`src/rtl/rst_ctrl.sv`:
```
// System reset controller: merges board, watchdog and software reset sources into one
// stretched reset, and keeps a sticky reset-cause register plus a saturating watchdog-reset count.
module rst_ctrl #(
  parameter int          HOLD_CYCLES = 16,
  parameter logic [15:0] SW_KEY      = 16'h5A5A
) (
  input  logic        clock,
  input  logic        reset,
  input  logic        wdt_rst_in,
  input  logic        Select,
  input  logic        Address,
  input  logic        Read_enable,
  input  logic        Write_enable,
  input  logic [15:0] Write_data_in,
  output logic [15:0] Read_data_out,
  output logic        sys_rst
);

  typedef enum logic {
    RUN  = 1'b0,
    HOLD = 1'b1
  } state_t;

  localparam int               CNT_W      = (HOLD_CYCLES > 1) ? $clog2(HOLD_CYCLES) : 1;
  localparam logic [CNT_W-1:0] CNT_RELOAD = CNT_W'(HOLD_CYCLES - 1);

  state_t           state, state_nxt;
  logic [CNT_W-1:0] hold_cnt, hold_cnt_nxt;
  logic             wdt_prev;
  logic             wdt_evt, sw_evt, any_evt, cause_wr;
  logic [2:0]       cause, cause_nxt;
  logic [15:0]      wdt_count;

  // Edge detect: a watchdog pulse of any length counts as a single event.
  assign wdt_evt  = wdt_rst_in & ~wdt_prev;
  assign sw_evt   = Select & Write_enable & Address & (Write_data_in == SW_KEY);
  assign any_evt  = wdt_evt | sw_evt;
  assign cause_wr = Select & Write_enable & ~Address;

  // HOLD encodes as 1, so sys_rst is a flop output and cannot glitch.
  assign sys_rst = (state == HOLD);

  // NOTE: every variable assigned in always_comb gets a default first, so no path leaves
  // it unassigned and no latch is inferred.
  always_comb begin
    state_nxt    = state;
    hold_cnt_nxt = hold_cnt;
    unique case (state)
      HOLD: begin
        if (any_evt)               hold_cnt_nxt = CNT_RELOAD;
        else if (hold_cnt == '0)   state_nxt    = RUN;
        else                       hold_cnt_nxt = hold_cnt - CNT_W'(1);
      end
      RUN: begin
        if (any_evt) begin
          state_nxt    = HOLD;
          hold_cnt_nxt = CNT_RELOAD;
        end
      end
    endcase
  end

  // Write-1-to-clear first, then new events are OR-ed in so a same-cycle set wins.
  always_comb begin
    cause_nxt = cause;
    if (cause_wr) cause_nxt = cause & ~Write_data_in[2:0];
    cause_nxt = cause_nxt | {sw_evt, wdt_evt, 1'b0};
  end

  // NOTE: sequential state uses non-blocking assignments so every flop samples the
  // pre-edge values regardless of statement order.
  always_ff @(posedge clock) begin
    if (!reset) begin
      state         <= HOLD;
      hold_cnt      <= CNT_RELOAD;
      wdt_prev      <= 1'b0;
      cause         <= 3'b001;
      wdt_count     <= '0;
      Read_data_out <= '0;
    end else begin
      state    <= state_nxt;
      hold_cnt <= hold_cnt_nxt;
      wdt_prev <= wdt_rst_in;
      cause    <= cause_nxt;
      if (wdt_evt && (wdt_count != 16'hFFFF)) wdt_count <= wdt_count + 16'd1;
      // Reads sample the current registers, so a same-cycle write is not yet visible.
      if (Select && Read_enable)
        Read_data_out <= Address ? wdt_count : {13'd0, cause};
    end
  end

endmodule

```
`config.mk`:
```
export PLATFORM = sky130hd
export DESIGN_NAME = rst_ctrl
export DESIGN_NICKNAME = d
export VERILOG_FILES = /design/src/rtl/rst_ctrl.sv
export SDC_FILE = /design/constraint.sdc
export NUM_CORES = 1
export LEC_CHECK = 0
export CORE_AREA = 2 2 90 92
export CTS_BUF_LIST = sky130_fd_sc_hd__clkbuf_16
export DETAILED_ROUTE_END_ITERATION = 8
export DIE_AREA = 0 0 92 94
export GPL_TIMING_DRIVEN = 0
export SLEW_MARGIN = 0
export SYNTH_ARGS = -nofsm -noshare
export SYNTH_HDL_FRONTEND = slang
export SYNTH_SLANG_ARGS = --single-unit
```
`constraint.sdc`:
```
create_clock -name clock -period 2.15 [get_ports clock]
set_clock_uncertainty 0.2 [all_clocks]
set_input_delay 0.3225 -clock clock [delete_from_list [all_inputs] [get_ports clock]]
set_output_delay 0.3225 -clock clock [all_outputs]
set_load 0.1 [all_outputs]
```
Yosys cells after proc, flatten, opt, wreduce, memory -nomap -nowiden
Index checks and enable logic that the tools add are counted.
{ "classes": {"eq_ne": 4, "mux": 10, "addsub": 2, "n_bitwise": 12, "reduce_logical": 4} }
{ "ops": {"columns": ["cell", "count"], "rows": [
  ["adder 16 x 1 -> 16 bit, second input constant", 1],
  ["equality test 16 x 15 -> 1 bit, second input constant", 1],
  ["two-way mux 16 bit", 1],
  ["inequality test 16 bit, second input constant", 1],
  ["two-way mux 4 bit", 3],
  ["case mux 4 bit (2 select lines)", 1],
  ["AND 1 bit", 5],
  ["zero test 4 bit", 1],
  ["subtractor 4 x 1 -> 4 bit, second input constant", 1],
  ["AND 3 bit", 1],
  ["two-way mux 1 bit", 3],
  ["two-way mux 3 bit", 1],
  ["inequality test 3 bit, second input constant", 1],
  ["inverter 1 bit", 3],
  ["inverter 3 bit", 1],
  ["bitwise OR 3 bit", 1],
  ["logical AND 1 bit", 2],
  ["inequality test 2 bit, second input constant", 1],
  ["case mux 1 bit (2 select lines)", 1],
  ["AND reduction 2 bit", 1],
  ["bitwise OR 1 bit", 1]
]} }
{ "totals": {"output_inout_bits": 17, "in_bits": 23, "wordCells": 38, "ff_bits": 41} }

Depth between registers and ports, before layout
{ "depth": {"ltp_word": 6, "ltp_mapped": 6, "mapped_depth_nobuf": 6} }

Worst setup path after synthesis
Ideal clock, no wire load.
{ "synth_timing": {"kind": "register -> register", "start": "register wdt_count[0]", "end": "register wdt_count[8]", "setup_slack_ns": 0.286, "synth_period_minus_slack_ns": 1.864, "arrival_time_ns": 1.594, "path_stages_with_launch": 6, "cell_sequence": "dfxtp_1 > ha_1 > nand3b_1 > or2_1 > or4_1 > a21oi_1"} }
{ "synth_via": {"elab_chain_len": 2, "elab_cells_between_ends": 3} }
{ "synth_rtl": {"columns": ["element", "line", "source"], "rows": [
  ["from (decl)", "32", "logic [15:0] wdt_count;"],
  ["from (signal assigned)", "85", "if (wdt_evt && (wdt_count != 16'hFFFF)) wdt_count <= wdt_count + 16'd1;"],
  ["parallel branches: the longest is 2 deep, another holds adder 16 x 1 -> 16 bit", null, null]
]} }
Parallel ways; which one is timed is not known.
A chain may end at the register's enable or synchronous reset.

Final worst setup path
{ "layout_timing": {"start": "register state (netlist: sys_rst)", "end": "output port sys_rst"} }
{ "layout_lines": {"columns": ["element", "line", "source"], "rows": [
  ["from (decl)", "27", "state_t state, state_nxt;"],
  ["from (signal assigned)", "81", "state <= state_nxt;"],
  ["to (decl)", "16", "output logic sys_rst"]
]} }
No word-level cell between the ends.

==> impl_metrics.ini <==
[run_status]
status = completed

[timing]
final.setup.worst_slack_ns = 0.105
fin_crit_ns = 2.05
finalHoldViolCount = 0
fin_crit_sh_pct = 95.1
grt_setup_unrepaired = false
slew_headroom_pct = 34.4
worstMarginPinSlew_ns = 0.988
slew_viol_final = 0
clock.fmax_ghz = 0.489
setup_viol = 0

[cts]
cts_buffers = 5
cts_tree = done
clockBufferDepth = 2
clk_pin_slew_worst_paths_ns = 0.06
clk_latency_ns = 0.28
h-tree-depth = 2
cts_hold_buf = 0
cts_root_buf = clkbuf_16
clock-sinks = 41

[worst_setup_path]
r2r_start = wdt_count[0]
crit_fanout = 4
worstPathArrival_ns = 1.52
cp_slowest_cell = dlygate4sd2_1
max_stage_delay_ns = 0.87
crit_start = sys_rst
cp.required_ns = 1.63
worst_setup_path_start_kind = register
cp-endpoint = sys_rst
timing.rr.end = wdt_count[8]
cp.buffers_inverters = 1
crit_chain = dlygate4sd2_1
worst-setup-path-type = reg -> out
path_depth = 1
crit_path_end_kind = output pin
path_delay_family = buffers and inverters
r2r_slack_ns = 0.13
reg2reg_depth = 5

[floorplan]
initial_core_util_pct = 24.5
die_y_microns = 94
num_rows = 32
die_area_sq_mm = 0.00865
core_area_sq_mm = 0.00761
ioPinCount = 40
die_x_microns = 92

[logic_synthesis]
synth_area_leaders = dfxtp_1 (44%), a21oi_1 (6.7%), nand2_1 (6.0%), nand3_1 (5.1%), mux2i_1 (2.7%)
synth_top_area_cell = dfxtp_1
yosys_register_bits = 41
syn-mean-instance-area_sq_um = 8.59
synth_warnings = 0
synth.most_common_cell = dfxtp_1
ys_top_cells_by_count = dfxtp_1 (41), nand2_1 (30), a21oi_1 (25)
synth_edf_count = 0
seq_area_frac_synth_pct = 44.1
synth-main-ff-cell = dfxtp_1
syn_nets = 243
ys_types = 41
netlist.area_leader.share_pct = 44.1
syn_area_sq_mm = 0.00186
synthArstFlopShare_pct = 0
syn_inst = 217

[detailed_routing]
vias = 1757
routed_wl_microns = 4520
drtIter0Drc = 72
antenna_left = 0
wl_per_cell_microns = 12.3
viasPerCell = 4.80
first_pass_iters = 4
drc = 0

[pwr]
pwr-share-clk_pct = 47.3
leakagePower_nw = 0.918
power_switching_mw = 0.383
peakVddDrop_v = 0.000359
p_seq_share_pct = 44.5
switching_share_pct = 21.9
comb_power_share_pct = 8.2
power_density_mw_per_mm2 = 696
p_int_mw = 1.37

[global_routing]
gr-total-overflow = 0
grt_use_total_pct = 10.8
antenna_found_initial = 0
first_global_vias = 1637
grt_pass1_wl_microns = 7520
grt_max_degree = 13

[finish]
n_antenna_cell = 0
layout-drive-gt1-share_pct = 5.68
area_delta_synth_final_pct = 35.3
stdcell_count = 366
nets = 289
num-fill-cells = 821

[placed_design]
dpl_worst_slack_ns = -0.234
hpwl_microns = 3400
place_congestion = 0.833
dpl.cell_count = 356
portBuffers = 37

[flow_run]
drv_cap = 0

[hold_path]
worst_hold_path_type = in -> reg
hold_depth = 2
==> worst min-delay path by stage <==
stage,end,start,slack [ns]
floorplan,cause[0],cause[0],0.24
global placement,Read_data_out[12],Read_data_out[12],0.24
detailed placement,Read_data_out[9],Read_data_out[9],0.24
CTS,cause[0],reset,0.21
global route,cause[0],reset,0.24
finish,cause[0],reset,0.19
==> flip-flops by register name, summed over array words and instances, names as in the netlist <==
signal	cells
Read_data_out	16
cause	3
hold_cnt	4
sys_rst	1
wdt_count	16
wdt_prev	1
==> through the flow <==
| stage | hold slack, ns | util [%] | power [mW] | TNS [ns] | instance area (sq um) |
|---|---|---|---|---|---|
| floorplan | 0.239 | - | 0.877 | 0 | 1860 |
| global placement | 0.241 | 31.0 | 0.941 | -1.94 | 2360 |
| detailed placement | 0.243 | 31.0 | 0.943 | -2.07 | 2360 |
| CTS | 0.207 | 32.9 | 1.77 | 0 | 2500 |
| global route | 0.242 | 33.1 | 1.82 | 0 | 2520 |
| finish | 0.185 | 33.1 | 1.75 | 0 | 2520 |
==> what timing repair did <==
item / CTS / global route
resized for setup: 17 / 3
buffers inserted: 0 / 2
setup endpoints to repair: 17 / 8
pin swaps: 0 / 1
==> area by class of cell <==
class	instances	area (sq um)	share of cell area, %
Clock inverter	3	37.5	1.49
Buffer	10	38.8	1.54
Multi-Input combinational cell	158	977	38.8
Inverter	8	30.0	1.19
Timing Repair Buffer	39	364	14.4
Tap cell	102	128	5.06
Clock buffer	5	125	4.96
Sequential cell	41	821	32.6
==> metal layers <==
layer  wire length (microns)  share of wire (%)  GRT usage (%)
met1                    2110                 47           13.7
met3                     283                6.3           3.53
met4                      29               0.64           1.87
met2                    2090                 46           18.1
met5                       0                  0              0
==> cell families (layout without fill, tap and decap cells) <==
family	Yosys count	after routing	share of synthesized area, %
AOI/OAI and AO/OA	51	51	16.3
xor gates and xnor gates	3	3	1.41
adders and majority gates	3	3	2.01
buffers and inverters	18	65	3.63
DFF	41	41	44.1
muxes	5	5	2.69
and+or+nand+nor	96	96	30.0
==> cells in the final DEF (no fill, tap or decap), types with 2 or more instances in the layout <==
cell	count
clkbuf_1	9
buf_4	2
a21oi_1	25
nand4_1	5
nand2b_1	3
nand3b_1	3
nor2_1	7
or4_1	3
nor4_2	2
xor2_1	2
nor3_1	2
dlygate4sd2_1	17
o21ai_0	8
nand2_1	30
o311a_1	2
clkbuf_16	5
and2_1	3
mux2i_1	5
o21ai_1	2
nand3_1	19
clkdlybuf4s50_1	20
or3_1	7
ha_1	2
dfxtp_1	41
o31ai_1	4
nor4bb_1	2
inv_1	9
a211oi_1	4
==> power groups by stage <==
stage	Combinational, mW	Sequential (mW)	Clock [mW]
6_report	0.143	0.780	0.830
5_1_grt	0.157	0.782	0.880
4_1_cts	0.144	0.780	0.845
3_3_place_gp	0.144	0.797	0
2_1_floorplan	0.0559	0.821	0
3_5_place_dp	0.146	0.797	0
No activity file was read; power rests on OpenSTA's default activity.
